## src/rtl/halfband_filter_clkgen_pkg.sv

```systemverilog
// Shared constants for the clock-enable generator and 11-tap halfband FIR.
// Coefficients are 1s17 and sum to 131072, so the DC gain is exactly 1.0.
package halfband_filter_clkgen_pkg;

  localparam int DATA_W = 18;
  localparam int TAPS   = 11;
  localparam int ACC_W  = 38;

  localparam logic signed [DATA_W-1:0] H0 = 18'sd1638;
  localparam logic signed [DATA_W-1:0] H2 = -18'sd9830;
  localparam logic signed [DATA_W-1:0] H4 = 18'sd40960;
  localparam logic signed [DATA_W-1:0] H5 = 18'sd65536;

  // The centre tap is a power of two and is applied as a shift.
  localparam int H5_SHIFT = 16;
  localparam int OUT_SHIFT = 17;

  localparam int signed SAT_MAX = 131071;
  localparam int signed SAT_MIN = -131072;

endpackage

```

## src/rtl/halfband_filter_clkgen_clk_en_gen.sv

```systemverilog
// Free-running divider producing nested single-cycle enables at
// clk/2, clk/4, clk/8 and clk/2^CNT_W.
module clk_en_gen #(
  parameter int CNT_W = 5
) (
  input  logic clk,
  input  logic reset,
  output logic sys_clk_en,
  output logic sys_clk2_en,
  output logic sam_clk_en,
  output logic sym_clk_en
);

  logic [CNT_W-1:0] cnt;

  always_ff @(posedge clk) begin
    if (reset) cnt <= '0;
    else       cnt <= cnt + CNT_W'(1);
  end

  // Decoding all-ones of the low bits keeps every slower pulse aligned with the faster ones.
  assign sys_clk_en  = ~reset & cnt[0];
  assign sys_clk2_en = ~reset & (&cnt[1:0]);
  assign sam_clk_en  = ~reset & (&cnt[2:0]);
  assign sym_clk_en  = ~reset & (&cnt);

endmodule

```

## src/rtl/halfband_filter_clkgen.sv

```systemverilog
// Clock-enable generator plus 11-tap symmetric halfband FIR running on sys_clk2_en.
// Folded pre-adds, full-precision accumulate, floor scaling and saturation to 1s17.
module halfband_filter_clkgen #(
  parameter int DATA_W = 18,
  parameter int CNT_W  = 5
) (
  input  logic                     clk,
  input  logic                     reset,
  input  logic signed [DATA_W-1:0] x_in,
  output logic signed [DATA_W-1:0] y,
  output logic                     sys_clk_en,
  output logic                     sys_clk2_en,
  output logic                     sam_clk_en,
  output logic                     sym_clk_en
);

  import halfband_filter_clkgen_pkg::TAPS;
  import halfband_filter_clkgen_pkg::ACC_W;
  import halfband_filter_clkgen_pkg::H0;
  import halfband_filter_clkgen_pkg::H2;
  import halfband_filter_clkgen_pkg::H4;
  import halfband_filter_clkgen_pkg::H5_SHIFT;
  import halfband_filter_clkgen_pkg::OUT_SHIFT;
  import halfband_filter_clkgen_pkg::SAT_MAX;
  import halfband_filter_clkgen_pkg::SAT_MIN;

  localparam int PROD_W = 2*DATA_W + 1;

  clk_en_gen #(.CNT_W(CNT_W)) u_clk_en_gen (
    .clk         (clk),
    .reset       (reset),
    .sys_clk_en  (sys_clk_en),
    .sys_clk2_en (sys_clk2_en),
    .sam_clk_en  (sam_clk_en),
    .sym_clk_en  (sym_clk_en)
  );

  logic signed [DATA_W-1:0] d [0:TAPS-1];
  logic signed [DATA_W:0]   pre0, pre2, pre4;
  logic signed [PROD_W-1:0] m0, m2, m4;
  logic signed [ACC_W-1:0]  acc, scaled;
  logic signed [DATA_W-1:0] y_next;

  // Odd taps other than the centre are zero, so only three products are needed.
  always_comb begin
    pre0 = (DATA_W+1)'(d[0]) + (DATA_W+1)'(d[10]);
    pre2 = (DATA_W+1)'(d[2]) + (DATA_W+1)'(d[8]);
    pre4 = (DATA_W+1)'(d[4]) + (DATA_W+1)'(d[6]);
    m0   = PROD_W'(pre0) * PROD_W'(H0);
    m2   = PROD_W'(pre2) * PROD_W'(H2);
    m4   = PROD_W'(pre4) * PROD_W'(H4);
    acc  = ACC_W'(m0) + ACC_W'(m2) + ACC_W'(m4) + (ACC_W'(d[5]) <<< H5_SHIFT);
    scaled = acc >>> OUT_SHIFT;
    if (scaled > ACC_W'(SAT_MAX))      y_next = DATA_W'(SAT_MAX);
    else if (scaled < ACC_W'(SAT_MIN)) y_next = DATA_W'(SAT_MIN);
    else                               y_next = DATA_W'(scaled);
  end

  // y is computed from the delay line as it stood before this enable's shift.
  always_ff @(posedge clk) begin
    if (reset) begin
      for (int k = 0; k < TAPS; k++) d[k] <= '0;
      y <= '0;
    end else if (sys_clk2_en) begin
      d[0] <= x_in;
      for (int k = 1; k < TAPS; k++) d[k] <= d[k-1];
      y <= y_next;
    end
  end

endmodule

```

## config.mk

```make
export PLATFORM = sky130hd
export DESIGN_NAME = halfband_filter_clkgen
export DESIGN_NICKNAME = d
export VERILOG_FILES = /design/src/rtl/halfband_filter_clkgen_pkg.sv /design/src/rtl/halfband_filter_clkgen_clk_en_gen.sv /design/src/rtl/halfband_filter_clkgen.sv
export SDC_FILE = /design/constraint.sdc
export NUM_CORES = 1
export LEC_CHECK = 0
export ABC_AREA = 1
export BUFFER_PORTS_ARGS = -buffer_cell sky130_fd_sc_hd__buf_2
export CAP_MARGIN = 20
export CORE_UTILIZATION = 40
export DETAILED_ROUTE_END_ITERATION = 12
export GPL_TIMING_DRIVEN = 0
export SYNTH_ARGS = -nofsm -noshare
export SYNTH_HDL_FRONTEND = slang
export SYNTH_SLANG_ARGS = --single-unit
```

## constraint.sdc

```tcl
create_clock -name clk -period 9.55 [get_ports clk]
set_input_delay 0.955 -clock clk [delete_from_list [all_inputs] [get_ports clk]]
set_output_delay 0.955 -clock clk [all_outputs]
set_load 0.005 [all_outputs]
```

==> Implementation_results.wiki, run 1 <==
{| class="wikitable"
! Metric !! Value
|-
| Ranking of synthesized cells by area || edfxtp_1 24%, ha_1 17%, fa_1 17%
|-
| Via density per instance || 4.84
|-
| First-pass GRT wire length || 100 mm
|-
| Class of the tightest hold or removal check || reg -> reg
|-
| Router iterations before antenna repair || 5
|-
| Cell mode on critical path || nand2_1
|-
| Synth cell count leaders || 688 x inv_1, 433 x nand2_1, 347 x ha_1, 320 x nor2_1, 208 x fa_1
|-
| Post-route DRC violation count || 0
|-
| Worst Path Max Fanout || 5
|-
| RSZ-0062 raised after global routing || yes
|-
| Worst Hold Path Cells || 2
|-
| Initial detailed-routing violation count || 1221
|-
| Hold_sp || y[5]
|-
| Worst reg2reg path depth || 49
|-
| CP delay by family, top || adder cells
|-
| Clk pin slew, worst setup/hold paths || 70 ps
|-
| Bufs on Longest Clock Path || 3
|-
| Result of the run || complete, no violations
|-
| Critical-path cell with the highest stage delay || fa_1
|-
| Type of origin of the critical path || flip-flop
|-
| Number of antenna violations at the first check in global routing || 7
|-
| Worst relative slew slack || 37.5%
|-
| Aggregate routed wire length || 65.1 mm
|-
| Max stage delay on crit path || 600 ps
|-
| Most common flop cell mapped by yosys || edfxtp_1
|-
| Clock latency on the worst-skew pair || 570 ps
|-
| Inserted Clock Buffers || 26
|-
| Required time of the worst setup path || 10040 ps
|-
| Share of the yosys chip area belonging to registers || 25.8%
|-
| Total count of max-transition violations in the final report || 0
|-
| Post-detailed-route count of antenna-violating nets || 0
|-
| Data arrival at the endpoint of the critical path || 9870 ps
|-
| Initial core utilization || 40.4%
|-
| Height of the chip || 251 µm
|-
| Count of maximum capacitance violations || 0
|-
| Final core utilization || 48.3%
|-
| Final-report setup violation count || 0
|-
| Logic depth of the worst setup path including buffers || 49
|-
| Number of unique standard cell types used by synthesis || 57
|-
| Final Hold Violating Endpoints || 0
|-
| Yosys warning count || 0
|-
| Post-synth EDFFs || 198
|-
| Count of vias placed by the detailed router || 19100
|-
| Post-synth top area share || 23.9%
|-
| Internal reg-to-reg setup slack || 170 ps
|-
| Placeable core region || 61600 µm²
|-
| Mapped Nets || 3497
|-
| H-Tree Depth || 1
|-
| Yosys top cell by area || edfxtp_1
|-
| Buffer and inverter count on the worst path || 9
|-
| Measured slew at the worst slew-check pin || 938 ps
|-
| Total of flip-flops plus latches after synthesis || 221
|-
| Vias in the first global route || 19000
|-
| Layout cell share with drive strength beyond 1 || 16.4%
|-
| FFs w/ async S/R, synth || 0%
|-
| Detailed placer's ending HPWL || 53.0 mm
|-
| Count of buffers from port buffering || 40
|-
| # nets final || 3656
|-
| GRT Resource Usage Total || 20.5%
|-
| Worst hold path endpoint || y[5]
|-
| Clock Sink Count || 221
|-
| Path type of the worst setup path || reg -> reg
|-
| Netlist area before placement || 24900 µm²
|-
| Area growth from synthesis to final layout || 19.7%
|-
| Minimum clock period after layout || 9380 ps
|-
| Final weighted congestion in routability-driven placement || 0.923
|-
| Horiz. Die Dim || 251 µm
|-
| Pin count of the biggest net entering global routing || 135
|-
| Achievable clock frequency || 107 MHz
|-
| GRT overflow || 0
|-
| Cells after Synth || 2922
|-
| Sort of element at the end of the critical path || flip-flop
|-
| Number of core rows || 91
|-
| Clock skew after layout || 21.5 ps
|-
| Startpoint of the lowest-slack register-to-register path || d[0][144]
|-
| Root buf cell || clkbuf_16
|-
| Clock tree from TritonCTS || yes
|-
| Number of top-level pins || 42
|-
| Area of the die || 63200 µm²
|-
| Most frequent cell after synthesis || inv_1
|-
| Worst reg2reg endpoint || y[14]
|-
| WL per Instance || 16.5 µm
|-
| Synthesized area per cell || 8.51 µm²
|-
| Fraction of the cycle the final worst path needs || 98.2%
|-
| Hold Slack || 447 ps
|}
-- repair_timing --
action	in CTS	in global routing
pin swaps	48	126
hold buffers	0	0
setup buffers	37	50
endpoints found under the setup margin	18	18
gates cloned	0	3
gates resized for setup	162	216
hold endpoints to repair	0	0
-- tightest hold or removal path, stage by stage, from the launching register on --
cell and delay, ps:
dfxtp_1 300, nand2_1 60, nand2_1 40
-- flip-flops by register name, indices dropped and copies added, names as in the netlist --
signal,count
d,198
u_clk_en_gen.cnt,5
y,18
-- through the flow --
| stage | instance area, µm² | setup slack (ps) | std cells | TNS (ps) |
|---|---|---|---|---|
| after detailed placement | 26200 | -1700 | 3800 | -29410 |
| after floorplan | 24900 | 331 | 2922 | 0 |
| after global placement | 26100 | -1740 | 3799 | -30030 |
| final | 29800 | 167 | 3939 | 0 |
| after CTS | 28200 | 1.65 | 3885 | 0 |
| after global routing | 29800 | -220 | 3938 | -3180 |
-- final cells by class --
class	count	area, µm²
fill	5845	31800
multi-input combinational	1979	17700
sequential	221	6410
inverter	694	2630
tap	837	1050
timing repair buffer	130	950
clock buffer	30	666
clock inverter	18	206
buffer	29	154
antenna	1	2.50
-- cells by family (layout without fill, tap and decap cells) --
logic type,after synthesis,after routing,synth area share [%]
AOI/OAI and AO/OA,329,329,7.56
DFF,221,221,25.8
adders and majority gates,555,555,34.2
other,0,1,0
xor gates and xnor gates,160,160,5.69
buffers and inverters,723,901,11.0
muxes,1,1,0.0453
and+or+nand+nor,933,934,15.7
-- worst max path at each step --
stage,startpoint,to,slack [ps]
CTS,d[0][2],y[14],2
floorplan,d[0][36],y[16],330
global route,d[0][144],y[11],-220
finish,d[0][144],y[14],170
detailed placement,d[0][36],y[3],-1700
global placement,d[0][36],y[3],-1740
-- routing by layer --
metal,track usage (%),vias to the layer above,wire (µm)
met1,28.2,9046,30300
met3,3.87,104,3440
met5,0,-,46
met2,32.4,423,29300
li1,-,9493,-
met4,6.62,6,2030
-- placed cells by master, fill, tap and decap left out, drive strengths merged, types with 6 or more instances in the layout --
master and count:
clkinv 12, ha 347, xor2 110, nor4 7, clkbuf 56, a21o 23
o211ai 6, dfxtp 23, nand4 24, inv 694, nor2 330, edfxtp 198
a21oi 172, o21bai 17, nand3 71, xnor2 50, fa 208, a31oi 12
buf 133, nor3 26, nand2 463, o21ai 74
Power of run 1 is left out: the tool's default activity adds up to more than one toggle a clock period on the data nets, which glitch-free logic cannot reach.
==> inputs of run 2 (changes only) <==
--- a/config.mk
+++ b/config.mk
@@ -13,4 +13,5 @@
 export GPL_TIMING_DRIVEN = 0
 export SYNTH_ARGS = -nofsm -noshare
 export SYNTH_HDL_FRONTEND = slang
+export SYNTH_HIERARCHICAL = 1
 export SYNTH_SLANG_ARGS = --single-unit
==> run 2 against run 1 <==
Effect of this change:
- critical path depth decreased by 4
- maximum frequency increased by 1.3%
- highest routed layer is now met4
- critical endpoint is now y[5]
- die area decreased by 0.67%
==> Implementation_results.wiki, run 2 <==
{| class="wikitable"
! Metric !! Value
|-
| Post-synth EDFFs || 198 (unchanged)
|-
| Final weighted congestion in routability-driven placement || 0.964 (+4.5%)
|-
| Ranking of synthesized cells by area || edfxtp_1 24%, ha_1 18%, fa_1 17%
|-
| Sort of element at the end of the critical path || flip-flop
|-
| Bufs on Longest Clock Path || 3 (unchanged)
|-
| Total count of max-transition violations in the final report || 0 (unchanged)
|-
| Sequential cell area || 6410 µm² (unchanged)
|-
| Most common flop cell mapped by yosys || edfxtp_1
|-
| Mapped Nets || 3489 (-0.23%)
|-
| Number of antenna violations at the first check in global routing || 0 (-7)
|-
| Minimum clock period after layout || 9260 ps (-120 ps)
|-
| Cells after Synth || 2914 (-0.27%)
|-
| Area of the die || 62800 µm² (-0.67%)
|-
| Layout cell share with drive strength beyond 1 || 16.1% (-0.30 points)
|-
| Clk pin slew, worst setup/hold paths || 60 ps (about the same)
|-
| Most frequent cell after synthesis || inv_1
|-
| Yosys top cell by area || edfxtp_1
|-
| Yosys warning count || 6 (+6)
|-
| Worst reg2reg endpoint || y[5]
|-
| Startpoint of the lowest-slack register-to-register path || d[4][8]
|-
| Fraction of the cycle the final worst path needs || 97.0% (-1.3 points)
|-
| Commonest cells after routing, fill and taps aside || 681 x inv_1, 409 x nand2_1, 319 x nor2_1, 276 x ha_1, 202 x fa_1
|-
| Final Hold Violating Endpoints || 0 (unchanged)
|-
| Worst Path Max Fanout || 5 (unchanged)
|-
| Placed Area || 25900 µm² (-0.89%)
|-
| # nets final || 3671 (+0.41%)
|-
| Max stage delay on crit path || 550 ps (-50 ps)
|-
| Netlist area before placement || 24700 µm² (-0.68%)
|-
| Synth cell count leaders || 698 x inv_1, 452 x nand2_1, 347 x ha_1, 332 x nor2_1, 208 x fa_1
|-
| Setup ws final || 287 ps (+120 ps)
|-
| Post-route DRC violation count || 0 (unchanged)
|-
| Post-detailed-route count of antenna-violating nets || 0 (unchanged)
|-
| Regs by FF count || d (198), y (18), u_clk_en_gen/cnt (5)
|-
| Height of the chip || 251 µm (-0.34%)
|-
| Critical-path cell with the highest stage delay || fa_1
|-
| Inserted Clock Buffers || 26 (unchanged)
|-
| Count of buffers from port buffering || 41 (+2.5%)
|-
| FFs w/ async S/R, synth || 0% (unchanged)
|-
| Placed Instances || 3738 (-1.6%)
|-
| Vias in the first global route || 18300 (-3.7%)
|-
| Non-filler cells in the finished layout || 3898 (-1.0%)
|-
| Detailed placer's ending HPWL || 52.2 mm (-1.5%)
|-
| Synthesized area per cell || 8.48 µm² (-0.41%)
|-
| Met3 WL || 2.96 mm (-14%)
|-
| Met2 WL || 27.9 mm (-4.6%)
|-
| Clock tree from TritonCTS || yes
|-
| Placeable core region || 60700 µm² (-1.5%)
|-
| GRT Resource Usage Total || 20.1% (-0.37 points)
|-
| Setup WS pre-CTS || -1370 ps (+332 ps)
|-
| Initial detailed-routing violation count || 995 (-19%)
|-
| Type of origin of the critical path || flip-flop
|-
| Class of the tightest hold or removal check || reg -> reg
|-
| Met1 wire length || 31.0 mm (+2.3%)
|-
| Data arrival at the endpoint of the critical path || 9710 ps (-160 ps)
|-
| Antenna fix cells || 0 (-1)
|-
| Worst Hold Path Cells || 2 (unchanged)
|-
| First-pass GRT wire length || 98.6 mm (-1.9%)
|-
| Final-report setup violation count || 0 (unchanged)
|-
| Achievable clock frequency || 108 MHz (+1.3%)
|-
| Number of top-level pins || 42 (unchanged)
|-
| Worst reg2reg path depth || 45 (-8.2%)
|-
| Flip-flop count of the largest register after layout || 198 (unchanged)
|-
| Area taken by multi-input logic gates || 17600 µm² (-0.94%)
|-
| Design Area, Final || 29800 µm² (about the same)
|-
| Router iterations before antenna repair || 5 (unchanged)
|-
| Horiz. Die Dim || 251 µm (-0.34%)
|-
| Count of vias placed by the detailed router || 18900 (-0.90%)
|-
| Clock Sink Count || 221 (unchanged)
|-
| Required time of the worst setup path || 9990 ps (-50 ps)
|-
| Hold Slack || 448 ps (+0.538 ps)
|-
| Area growth from synthesis to final layout || 20.6%
|-
| Share of the yosys chip area belonging to registers || 25.9% (+0.18 points)
|-
| Clock skew after layout || 17.6 ps (-3.95 ps)
|-
| Number of core rows || 90 (-1.1%)
|-
| Max Used Layer || met4
|-
| Clock latency on the worst-skew pair || 560 ps (about the same)
|-
| Worst relative slew slack || 47.1% (+9.6 points)
|-
| Worst hold path endpoint || y[4]
|-
| Pin count of the biggest net entering global routing || 105 (-22%)
|-
| Via density per instance || 4.85 (+0.15%)
|-
| Count of maximum capacitance violations || 0 (unchanged)
|-
| Measured slew at the worst slew-check pin || 793 ps (-144 ps)
|-
| Post-synth top area share || 24.1% (+0.16 points)
|-
| Most frequent standard cell in the layout excluding fill and tap cells || inv_1
|-
| Hold_sp || y[4]
|-
| Total of flip-flops plus latches after synthesis || 221 (unchanged)
|-
| Root buf cell || clkbuf_16
|-
| Initial core utilization || 40.7% (+0.32 points)
|-
| Number of hold buffers added after CTS || 0 (unchanged)
|-
| Path type of the worst setup path || reg -> reg
|-
| Internal reg-to-reg setup slack || 290 ps (+120 ps)
|-
| H-Tree Depth || 1 (unchanged)
|-
| Number of unique standard cell types used by synthesis || 56 (-1.8%)
|-
| GRT overflow || 0 (unchanged)
|-
| Most flops, register || d
|-
| Aggregate routed wire length || 64.4 mm (-1.2%)
|-
| Result of the run || complete, no violations
|-
| Fillcell total || 5686 (-2.7%)
|-
| WL per Instance || 16.5 µm (-0.13%)
|}
==> run 2: cell types whose count changed after synthesis, moves of 7 or more <==
cell,before,now
inv_1,688,698
nand2_1,433,452
nand2_2,27,8
nand4_1,24,17
nor2_1,320,332
nor2_2,8,1
o21ai_0,64,75
xnor2_1,50,57
==> run 2: cells by family (layout without fill, tap and decap cells) <==
group	Yosys count	after routing	share of synthesized area, %
flip-flops	221	221	25.9
XOR/XNOR	162	162	5.83
AND/OR/NAND/NOR	923	923	15.1
adder cells (fa/ha/maj)	555	555	34.4
AO/OA/AOI/OAI	323	323	7.50
buffers and inverters	729	931	11.2
multiplexers	1	1	0.0456
==> run 2: worst max-delay path: cells and delay by family, from the launching register on <==
family / cells / cell delay, ps
AO/OA/AOI/OAI: 11 / 1830
AND/OR/NAND/NOR: 14 / 1450
buffers and inverters: 7 / 570
flip-flops: 1 / 490
adder cells (fa/ha/maj): 11 / 4350
XOR/XNOR: 2 / 410
==> run 2: repair_timing <==
action                     4_1_cts  5_1_grt
pin swaps                       29      121
gates cloned                     0        2
setup endpoints to repair       18       18
setup buffers                   46       62
gates resized for setup        132      244
==> run 2: how the worst max path moves through the flow <==
stage,cells past startpoint,from,slack (ps),to
after floorplan,48,d[1][2],540,y[10]
after global placement,43,d[4][8],-1350,y[4]
after detailed placement,43,d[4][8],-1370,y[4]
after CTS,46,d[0][0],4,y[4]
after global routing,48,d[4][9],-110,y[9]
final,45,d[4][8],290,y[5]
==> run 2: per-stage QoR <==
step | utilization, % | TNS (ps)
2_1_floorplan | - | 0
3_3_place_gp | 42.7 | -22460
3_5_place_dp | 42.7 | -22870
4_1_cts | 46.2 | 0
5_1_grt | 49.1 | -1420
6_report | 49.1 | 0
==> run 2: area by class of cell <==
| class | instances | area share, % |
|---|---|---|
| buffer | 28 | 0.462 |
| clock buffer | 32 | 2.33 |
| clock inverter | 16 | 0.811 |
| inverter | 701 | 8.91 |
| multi-input combinational | 1964 | 58.9 |
| sequential | 221 | 21.5 |
| tap | 782 | 3.28 |
| timing repair buffer | 154 | 3.76 |
==> run 2: layer usage <==
layer  global-route usage [%]  vias to the layer above
li1                         -                     9505
met1                     29.3                     8901
met2                     31.0                      403
met3                     2.31                       92
met4                     6.35                        0
met5                        0                        -
Power of run 2 is left out for the same reason.
